**src/rtl/beep_driver.sv**
```systemverilog
// beep_driver: turns the timer mux's 2-bit beep request (01 short pip, 10 long tone)
// into a timed square wave on the buzzer pin, with edge detection and preemption.
// Optional feature: define BEEP_REPEAT_EN to repeat long beeps, separated by a silent
// gap, for as long as the 10 request is held.
// During a repeat gap, beep_kind reads 00 because no tone is playing.

module beep_driver #(
    parameter int unsigned TICK_DIV = 100000,
    parameter int unsigned LO_HALF  = 50000,
    parameter int unsigned HI_HALF  = 25000,
    parameter int unsigned SHORT_MS = 100,
    parameter int unsigned LONG_MS  = 500,
    parameter int unsigned GAP_MS   = 500
) (
    input  logic       clk,
    input  logic       rst_n,
    input  logic [1:0] bee_in,
    output logic       buzzer,
    output logic       busy,
    output logic [1:0] beep_kind,
    output logic       done
);

    localparam int unsigned HALF_MAX = (LO_HALF > HI_HALF) ? LO_HALF : HI_HALF;
    localparam int unsigned HALF_W   = (HALF_MAX > 1) ? $clog2(HALF_MAX) : 1;
    localparam int unsigned TICK_W   = (TICK_DIV > 1) ? $clog2(TICK_DIV) : 1;
    localparam int unsigned DUR_MAX  = (SHORT_MS > LONG_MS) ? SHORT_MS : LONG_MS;
    localparam int unsigned MS_MAX   = (GAP_MS > DUR_MAX) ? GAP_MS : DUR_MAX;
    localparam int unsigned MS_W     = (MS_MAX > 1) ? $clog2(MS_MAX) : 1;

    localparam logic [HALF_W-1:0] LO_LAST    = HALF_W'(LO_HALF - 1);
    localparam logic [HALF_W-1:0] HI_LAST    = HALF_W'(HI_HALF - 1);
    localparam logic [TICK_W-1:0] TICK_LAST  = TICK_W'(TICK_DIV - 1);
    localparam logic [MS_W-1:0]   SHORT_LAST = MS_W'(SHORT_MS - 1);
    localparam logic [MS_W-1:0]   LONG_LAST  = MS_W'(LONG_MS - 1);

    localparam logic [1:0] CODE_NONE  = 2'b00;
    localparam logic [1:0] CODE_SHORT = 2'b01;
    localparam logic [1:0] CODE_LONG  = 2'b10;

`ifdef BEEP_REPEAT_EN
    localparam logic [MS_W-1:0] GAP_LAST = MS_W'(GAP_MS - 1);
    typedef enum logic [1:0] {StIdle, StBeep, StGap} state_e;
`else
    typedef enum logic [1:0] {StIdle, StBeep} state_e;
`endif

    state_e            state;
    logic [1:0]        bee_q;
    logic [HALF_W-1:0] half_cnt;
    logic [TICK_W-1:0] tick_cnt;
    logic [MS_W-1:0]   ms_cnt;

    logic trig;
    logic start;
    logic half_last;
    logic tick_last;
    logic beep_last;
`ifdef BEEP_REPEAT_EN
    logic gap_last;
    logic repeat_long;
`endif

    // Trigger detection and end-of-period decodes for the current beep.
    always_comb begin
        trig  = ((bee_in == CODE_SHORT) || (bee_in == CODE_LONG)) && (bee_in != bee_q);
        start = 1'b0;
        case (state)
            StIdle:  start = trig;
            // A short request never interrupts a long beep.
            StBeep:  start = trig && !((beep_kind == CODE_LONG) && (bee_in == CODE_SHORT));
            default: start = 1'b0;
        endcase
        half_last = (beep_kind == CODE_LONG) ? (half_cnt == HI_LAST) : (half_cnt == LO_LAST);
        tick_last = (tick_cnt == TICK_LAST);
        beep_last = tick_last &&
                    ((beep_kind == CODE_LONG) ? (ms_cnt == LONG_LAST) : (ms_cnt == SHORT_LAST));
`ifdef BEEP_REPEAT_EN
        gap_last    = tick_last && (ms_cnt == GAP_LAST);
        repeat_long = (beep_kind == CODE_LONG) && (bee_in == CODE_LONG);
`endif
    end

    // FSM with registered outputs; reset silences the buzzer asynchronously.
    always_ff @(posedge clk or negedge rst_n) begin
        if (!rst_n) begin
            state     <= StIdle;
            bee_q     <= CODE_NONE;
            half_cnt  <= '0;
            tick_cnt  <= '0;
            ms_cnt    <= '0;
            buzzer    <= 1'b0;
            busy      <= 1'b0;
            beep_kind <= CODE_NONE;
            done      <= 1'b0;
        end else begin
            bee_q <= bee_in;
            done  <= 1'b0;
            if (start) begin
                // New, preempting or same-code restart: fresh counters, tone starts high.
                state     <= StBeep;
                busy      <= 1'b1;
                beep_kind <= bee_in;
                buzzer    <= 1'b1;
                half_cnt  <= '0;
                tick_cnt  <= '0;
                ms_cnt    <= '0;
            end else begin
                case (state)
                    StBeep: begin
                        if (beep_last) begin
                            done      <= 1'b1;
                            buzzer    <= 1'b0;
                            beep_kind <= CODE_NONE;
                            half_cnt  <= '0;
                            tick_cnt  <= '0;
                            ms_cnt    <= '0;
`ifdef BEEP_REPEAT_EN
                            if (repeat_long) begin
                                state <= StGap;
                            end else begin
                                state <= StIdle;
                                busy  <= 1'b0;
                            end
`else
                            state <= StIdle;
                            busy  <= 1'b0;
`endif
                        end else begin
                            if (half_last) begin
                                buzzer   <= ~buzzer;
                                half_cnt <= '0;
                            end else begin
                                half_cnt <= half_cnt + 1'b1;
                            end
                            if (tick_last) begin
                                tick_cnt <= '0;
                                ms_cnt   <= ms_cnt + 1'b1;
                            end else begin
                                tick_cnt <= tick_cnt + 1'b1;
                            end
                        end
                    end
`ifdef BEEP_REPEAT_EN
                    StGap: begin
                        if (bee_in != CODE_LONG) begin
                            state    <= StIdle;
                            busy     <= 1'b0;
                            tick_cnt <= '0;
                            ms_cnt   <= '0;
                        end else if (gap_last) begin
                            state     <= StBeep;
                            beep_kind <= CODE_LONG;
                            buzzer    <= 1'b1;
                            half_cnt  <= '0;
                            tick_cnt  <= '0;
                            ms_cnt    <= '0;
                        end else if (tick_last) begin
                            tick_cnt <= '0;
                            ms_cnt   <= ms_cnt + 1'b1;
                        end else begin
                            tick_cnt <= tick_cnt + 1'b1;
                        end
                    end
`endif
                    default: begin
                    end
                endcase
            end
        end
    end

endmodule

```
**config.mk**
```make
export PLATFORM = sky130hd
export DESIGN_NAME = beep_driver
export DESIGN_NICKNAME = d
export VERILOG_FILES = /design/src/rtl/beep_driver.sv
export SDC_FILE = /design/constraint.sdc
export NUM_CORES = 1
export LEC_CHECK = 0
export BUFFER_PORTS_ARGS = -buffer_cell sky130_fd_sc_hd__buf_2
export CAP_MARGIN = 0
export CORE_ASPECT_RATIO = 1.1
export CORE_MARGIN = 10
export CORE_UTILIZATION = 66
export CTS_CLUSTER_DIAMETER = 100
export DETAILED_ROUTE_END_ITERATION = 8
export PLACE_DENSITY = 0.83
export SLEW_MARGIN = 15
export SYNTH_ARGS = -nofsm -noshare
export SYNTH_HDL_FRONTEND = slang
export SYNTH_SLANG_ARGS = --single-unit
```
**constraint.sdc**
```tcl
create_clock -name clk -period 3.47 [get_ports clk]
set_clock_uncertainty 0.2 [all_clocks]
set_input_delay 0.5205 -clock clk [delete_from_list [all_inputs] [get_ports clk]]
set_output_delay 0.5205 -clock clk [all_outputs]
set_load 0.01 [all_outputs]
```
== Word level (Yosys, flattened, before mapping) ==
Index checks and enable logic that the tools add are counted.

* Reduce and logical (&&, ||, !) cells: 14
* Eq/ne operators: 10
* Order comparisons: 0
* Add/subtract/negate cells: 3
* Muxes and demuxes: 29
* Div/mod/pow operators: 0
* $mul: 0
* Bitwise operators: 1
* Shift-type cells: 0

{| class="wikitable"
|+ Operators with widths
! kind !! count
|-
| two-way mux 17 bit || 4
|-
| two-way mux 16 bit || 4
|-
| two-way mux 9 bit || 4
|-
| adder 17 x 1 -> 17 bit, second input constant || 1
|-
| == test 17 bit, second input constant || 1
|-
| adder 16 x 1 -> 16 bit, second input constant || 1
|-
| == test 16 x 15 -> 1 bit, second input constant || 1
|-
| == test 16 bit, second input constant || 1
|-
| two-way mux 1 bit || 12
|-
| adder 9 x 1 -> 9 bit, second input constant || 1
|-
| == test 9 x 7 -> 1 bit, second input constant || 1
|-
| == test 9 bit, second input constant || 1
|-
| two-way mux 2 bit || 4
|-
| AND reduction 2 bit || 3
|-
| nonzero test 3 bit || 2
|-
| == test 2 x 1 -> 1 bit, second input constant || 2
|-
| == test 2 bit, second input constant || 2
|-
| logical AND 1 bit || 4
|-
| nonzero test 2 bit || 2
|-
| zero test 2 bit || 1
|-
| != test 2 bit || 1
|-
| one-hot mux 1 bit (2 select lines) || 1
|-
| zero test 1 bit || 1
|-
| logical OR 1 bit || 1
|-
| inverter 1 bit || 1
|}

* Memories: 0
* Output and inout port bits: 5
* Bits in registers: 51
* RAM bits: 0
* Word-level logic and storage cells: 66
* Memory bits (read-only): 0
* Bits of input ports: 4
* Bits in latches: 0

== Depth between registers and ports, before layout ==
* Depth after elaboration: 7
* Depth in mapped cells: 9
* Gate-level depth less buffers: 7

== Worst setup path after synthesis ==
OpenSTA, ideal clock, no wires.

* Kind: input-to-reg
* Start: input port bee_in[1]
* End: register tick_cnt[5]
* Path buffers: 2
* Library setup time: 0.110 ns
* Arrival: 1.926 ns
* Required time: 3.160 ns
* Cell stages on the path: 9
* Slack: 1.233 ns
* Cells stage by stage: inv_1 ha_1 inv_1 o21a_1 buf_2 nor2_1 clkbuf_1 o21ai_0 o41ai_1

* Cells in the longest elaborated chain, start to end: 6
* Elaborated cells on any way between the ends: 11
* Classes of those cells: eq/ne (3); mux (2); reduce/logical (6)

{| class="wikitable"
|+ RTL lines
! element !! RTL line !! RTL
|-
| start, declared || 17 || <nowiki>input logic [1:0] bee_in,</nowiki>
|-
| == test 2 x 1 -> 1 bit / == test 2 bit (equally long branches) || 66, 71 ||
|-
| logical OR 1 bit / logical AND 1 bit (equally long branches) || 66, 71 ||
|-
| logical AND 1 bit / zero test 1 bit (equally long branches) || 66, 71 ||
|-
| logical AND 1 bit || 71 || <nowiki>StBeep: start = trig && !((beep_kind == CODE_LONG) && (bee_in == CODE_SHORT));</nowiki>
|-
| one-hot mux 1 bit (2 select lines) * || 68 || <nowiki>case (state)</nowiki>
|-
| two-way mux 17 bit / nonzero test 2 bit (equally long branches) || -- ||
|-
| end signal, assigned || 140 || <nowiki>tick_cnt <= tick_cnt + 1'b1;</nowiki>
|-
| end, declared || 51 || <nowiki>logic [TICK_W-1:0] tick_cnt;</nowiki>
|}

Every way passes the cells marked *; elsewhere a longest branch is shown, timed or not.
A chain may end at the register's enable or synchronous reset.

== Final worst setup path ==
* Start: register tick_cnt[12]
* End: register ms_cnt[5]

* Cells in the longest elaborated chain, start to end: 5
* Elaborated cells on any way between the ends: 7
* Classes of those cells: eq/ne (1); mux (3); reduce/logical (3)

{| class="wikitable"
|+ RTL lines
! element !! RTL line !! RTL
|-
| == test 17 bit * || 75 || <nowiki>tick_last = (tick_cnt == TICK_LAST);</nowiki>
|-
| logical AND 1 bit || 76 || <nowiki>beep_last = tick_last &&</nowiki>
|-
| two-way mux 9 bit || 111 || <nowiki>if (beep_last) begin</nowiki>
|-
| two-way mux 9 bit || 109 || <nowiki>case (state)</nowiki>
|-
| two-way mux 9 bit || 99 || <nowiki>if (start) begin</nowiki>
|-
| end signal, assigned || 138 || <nowiki>ms_cnt <= ms_cnt + 1'b1;</nowiki>
|-
| end, declared || 52 || <nowiki>logic [MS_W-1:0] ms_cnt;</nowiki>
|}

Every way passes the cells marked *; elsewhere a longest branch is shown, timed or not. The select of a mux whose other input is x is not followed.

==> summary.txt <==
Synth
  • Syn_nets: 287
  • Cells after Synth: 279
  • Number of distinct library cells after synthesis: 46
  • Area of the mapped netlist: 2709 µm²
  • Post-synth top flop: sky130_fd_sc_hd__dfrtp_1
  • Post-synth EDFFs: 0
  • Syn Area/Cell: 9.709 µm²
  • Synth warnings: 0
  • Synth async-reset ratio: 100.0%
  • Sequential share of the synthesized area: 45.27%
  • Post-synthesis cell type with the largest combined area: sky130_fd_sc_hd__dfrtp_1
  • Synthesis-stage register bit count: 49
  • Post-synth top area share: 45.27%
  • Synth top area cells: sky130_fd_sc_hd__dfrtp_1, sky130_fd_sc_hd__xor2_1, sky130_fd_sc_hd__o21ai_0, sky130_fd_sc_hd__nor2_1, sky130_fd_sc_hd__and3_1

Clock tree
  • Resized Gates After CTS: 0
  • Post-CTS setup-driven buffer insertion count: 0
  • Clk Tree Root Cell: sky130_fd_sc_hd__clkbuf_8
  • Number of sinks on the clock net: 49
  • TritonCTS clock tree: built
  • Post-CTS Hold Buffers: 0
  • Number of buffers created by CTS: 5
  • Maximum buffer depth of the clock tree: 2
  • Register clock-pin slew on the reported worst setup and hold paths: 0.08 ns
  • Maximum level of the CTS H-tree: 2
  • Insertion delay of the later-clocked pin in the worst-skew pair: 0.30 ns

STA
  • Fin. max-slew vios: 0
  • Slack of the critical path: 0.9731 ns
  • Maximum clock rate: 400.5 MHz
  • Setup TNS after final layout: 0 ns
  • Final critical delay including setup and external delays: 2.497 ns
  • Max-slew headroom at the worst pin: 29.69%
  • Endpoints failing hold: 0
  • Setup repair after global routing missed its margin: false
  • Worst Max-Slew Pin Slew: 1.051 ns
  • Fin crit share: 71.96%
  • Final setup fails: 0

Pwr
  • Ratio of total power to cell area: 404.4 nW/µm²
  • Clock share of power: 28.3%
  • Net switching power: 338.6 µW
  • Fraction of power spent switching nets: 28.85%
  • Leakage power: 0.001274 µW
  • Worst voltage drop across the vdd grid: 0.3356 mV
  • Proportion of power drawn by flip-flops and latches: 55.3%
  • Combinational group share of total power: 16.4%
  • Internal power contribution: 834.9 µW

Critical path
  • Reg-to-reg slack, setup: 0.97 ns
  • Startpoint kind of the worst setup timing path: register
  • Worst flop-to-flop path startpoint: tick_cnt[12]
  • Destination of the worst register-to-register timing path: ms_cnt[5]
  • Critical Path Fanout Max: 10
  • Category of the worst setup path capture point: register
  • Setup Crit Path Kind: reg -> reg
  • Critical Path RT: 3.49 ns
  • Arrival time at the worst endpoint: 2.52 ns
  • FF-to-FF path depth: 5

Layout
  • Post-route cell area: 2902 µm²
  • Fraction of final layout cells sized beyond drive strength 1: 10.45%
  • Top library cells by usage in the layout, fill and taps aside: sky130_fd_sc_hd__dfrtp_1, sky130_fd_sc_hd__nor2_1, sky130_fd_sc_hd__xor2_1, sky130_fd_sc_hd__o21ai_0, sky130_fd_sc_hd__nand2_1
  • Commonest non-fill, non-tap cell in the layout: sky130_fd_sc_hd__dfrtp_1
  • Filler cell count in the final layout: 307
  • Net total in the final layout: 295
  • Count of inserted antenna diode cells: 0
  • Area growth, synth to finish: 7.113%

Floorplan
  • Die Ht: 87.19 µm
  • Ports placed on the boundary: 9
  • Initial Utilization: 68.34%
  • Die footprint: 7070 µm²
  • Core outline area: 3964 µm²
  • Number of core rows: 24
  • Chip width: 81.09 µm

Worst hold path
  • Min-Delay Path Class: in -> reg
  • Hold Crit Endpoint: bee_q[1]
  • Number of cells traversed by the worst hold path: 1
  • Origin of the worst min-delay path: bee_in[1]

Detailed routing
  • Number of iterations in the first detailed-routing pass: 4
  • Average wire length per cell after detail routing: 17.14 µm
  • Number of design-rule violations left by the first detailed-router iteration: 132
  • Final wirelength: 5810 µm
  • Residual DRC: 0
  • Detail Route Antenna Nets: 0
  • Detail-routed via count per cell: 6.372
  • Total vias in the final route: 2160

Global route
  • Maximum number of pins on one net before global-route repair: 50
  • First-pass GRT wire length: 9860 µm
  • Initial antenna violation count: 0
  • Remaining global-route overflow: 0
  • Via count of the first global-routing pass: 2097
  • Total GRT Usage: 17.33%

Outcome
  • Result of the run: finished, final reports clean

Place
  • Last weighted congestion value of the routability-driven placer: 0.8482
  • HPWL reported at the end of detailed placement: 4075 µm
  • Count of input and output buffers: 8
  • Setup slack at placement: 0.7333 ns
  • Total cell area at the placement stage: 2785 µm²

Run
  • Number of max-cap violations: 0
[worst max-delay path, stage by stage (launching register included)]
cell and delay (ns):
sky130_fd_sc_hd__dfrtp_1 0.45, sky130_fd_sc_hd__nor4bb_1 0.44, sky130_fd_sc_hd__nand4b_1 0.33, sky130_fd_sc_hd__a2111oi_4 0.64, sky130_fd_sc_hd__a41oi_1 0.19, sky130_fd_sc_hd__a31oi_1 0.17
[power by group through the flow]
stage / combinational [µW] / sequential [µW] / clock [µW]
6_report: 192 / 649 / 332
5_1_grt: 216 / 655 / 366
4_1_cts: 189 / 648 / 342
3_5_place_dp: 187 / 659 / 0
3_3_place_gp: 180 / 658 / 0
2_1_floorplan: 130 / 653 / 0
[sequential cells by signal, summed over array words and instances (netlist names)]
signal     count
beep_kind      2
ms_cnt         9
tick_cnt      17
bee_q          2
done           1
half_cnt      16
buzzer         1
busy           1
[synth_stat cells (2+ instances only)]
library cell and instances:
sky130_fd_sc_hd__and3_1 12, sky130_fd_sc_hd__or3_1 5, sky130_fd_sc_hd__nor4bb_1 2, sky130_fd_sc_hd__xor2_1 21
sky130_fd_sc_hd__nor3_1 3, sky130_fd_sc_hd__o21ai_0 21, sky130_fd_sc_hd__mux2i_1 2, sky130_fd_sc_hd__o211ai_1 10
sky130_fd_sc_hd__nand4b_1 4, sky130_fd_sc_hd__o2111ai_1 6, sky130_fd_sc_hd__nand2_1 19, sky130_fd_sc_hd__dfrtp_1 49
sky130_fd_sc_hd__o31ai_1 4, sky130_fd_sc_hd__nand3_1 14, sky130_fd_sc_hd__nor2_1 22, sky130_fd_sc_hd__nor4b_1 2
sky130_fd_sc_hd__a31oi_1 4, sky130_fd_sc_hd__and4_1 2, sky130_fd_sc_hd__nor2_2 4, sky130_fd_sc_hd__a22o_1 4
sky130_fd_sc_hd__a41oi_1 2, sky130_fd_sc_hd__inv_1 8, sky130_fd_sc_hd__o22ai_1 3, sky130_fd_sc_hd__and2_1 4
sky130_fd_sc_hd__a311oi_1 2, sky130_fd_sc_hd__nand4_1 5, sky130_fd_sc_hd__ha_1 4, sky130_fd_sc_hd__buf_2 5
sky130_fd_sc_hd__nand2b_1 3, sky130_fd_sc_hd__a21oi_1 10, sky130_fd_sc_hd__mux2_2 2, sky130_fd_sc_hd__clkbuf_1 7
[per-layer routing]
layer  share of wire [%]  vias up  track usage, %
met5                   0        -               0
met4                0.93        0           4.409
met3                 3.3        5           3.822
met2                  52       36           29.28
met1                  44     1077           21.74
li1                    -     1042               -
[logic make-up (layout without fill, tap and decap cells)]
kind of cell,after synthesis,count (layout),synth area share [%]
adder cells (fa/ha/maj),4,4,1.848
AND/OR/NAND/NOR,106,106,21.76
multiplexers,4,4,1.570
flip-flops,49,49,45.27
XOR/XNOR,21,21,6.790
buffers and inverters,22,30,3.556
AO/OA/AOI/OAI,73,73,19.22
[how the worst max path moves through the flow]
stage,endpoint,startpoint,slack (ns)
after floorplan,tick_cnt[5],bee_in[1],1.23
after global placement,ms_cnt[3],bee_in[1],0.85
after detailed placement,ms_cnt[6],bee_in[1],0.73
after CTS,ms_cnt[5],tick_cnt[12],0.97
after global routing,ms_cnt[5],tick_cnt[0],0.80
final,ms_cnt[5],tick_cnt[12],0.97
[area by class of cell]
class	count	area, µm²	area share (%)
sequential	49	1226	42.26
timing repair buffer	15	107.6	3.708
tap	52	65.06	2.242
inverter	8	30.03	1.035
multi-input combinational	208	1386	47.78
clock buffer	7	86.33	2.975
[per-stage QoR]
step / hold slack [ns] / power, µW / utilization (%) / cells
6_report: 0.1629 / 1173 / 73.20 / 339
5_1_grt: 0.1547 / 1237 / 73.20 / 339
4_1_cts: 0.1562 / 1178 / 72.44 / 337
3_5_place_dp: 0.2901 / 846.3 / 70.27 / 330
3_3_place_gp: 0.2848 / 838.0 / 70.27 / 330
2_1_floorplan: 0.02491 / 783.1 / - / 279
Note: power is estimated with default switching activity, not from simulation.
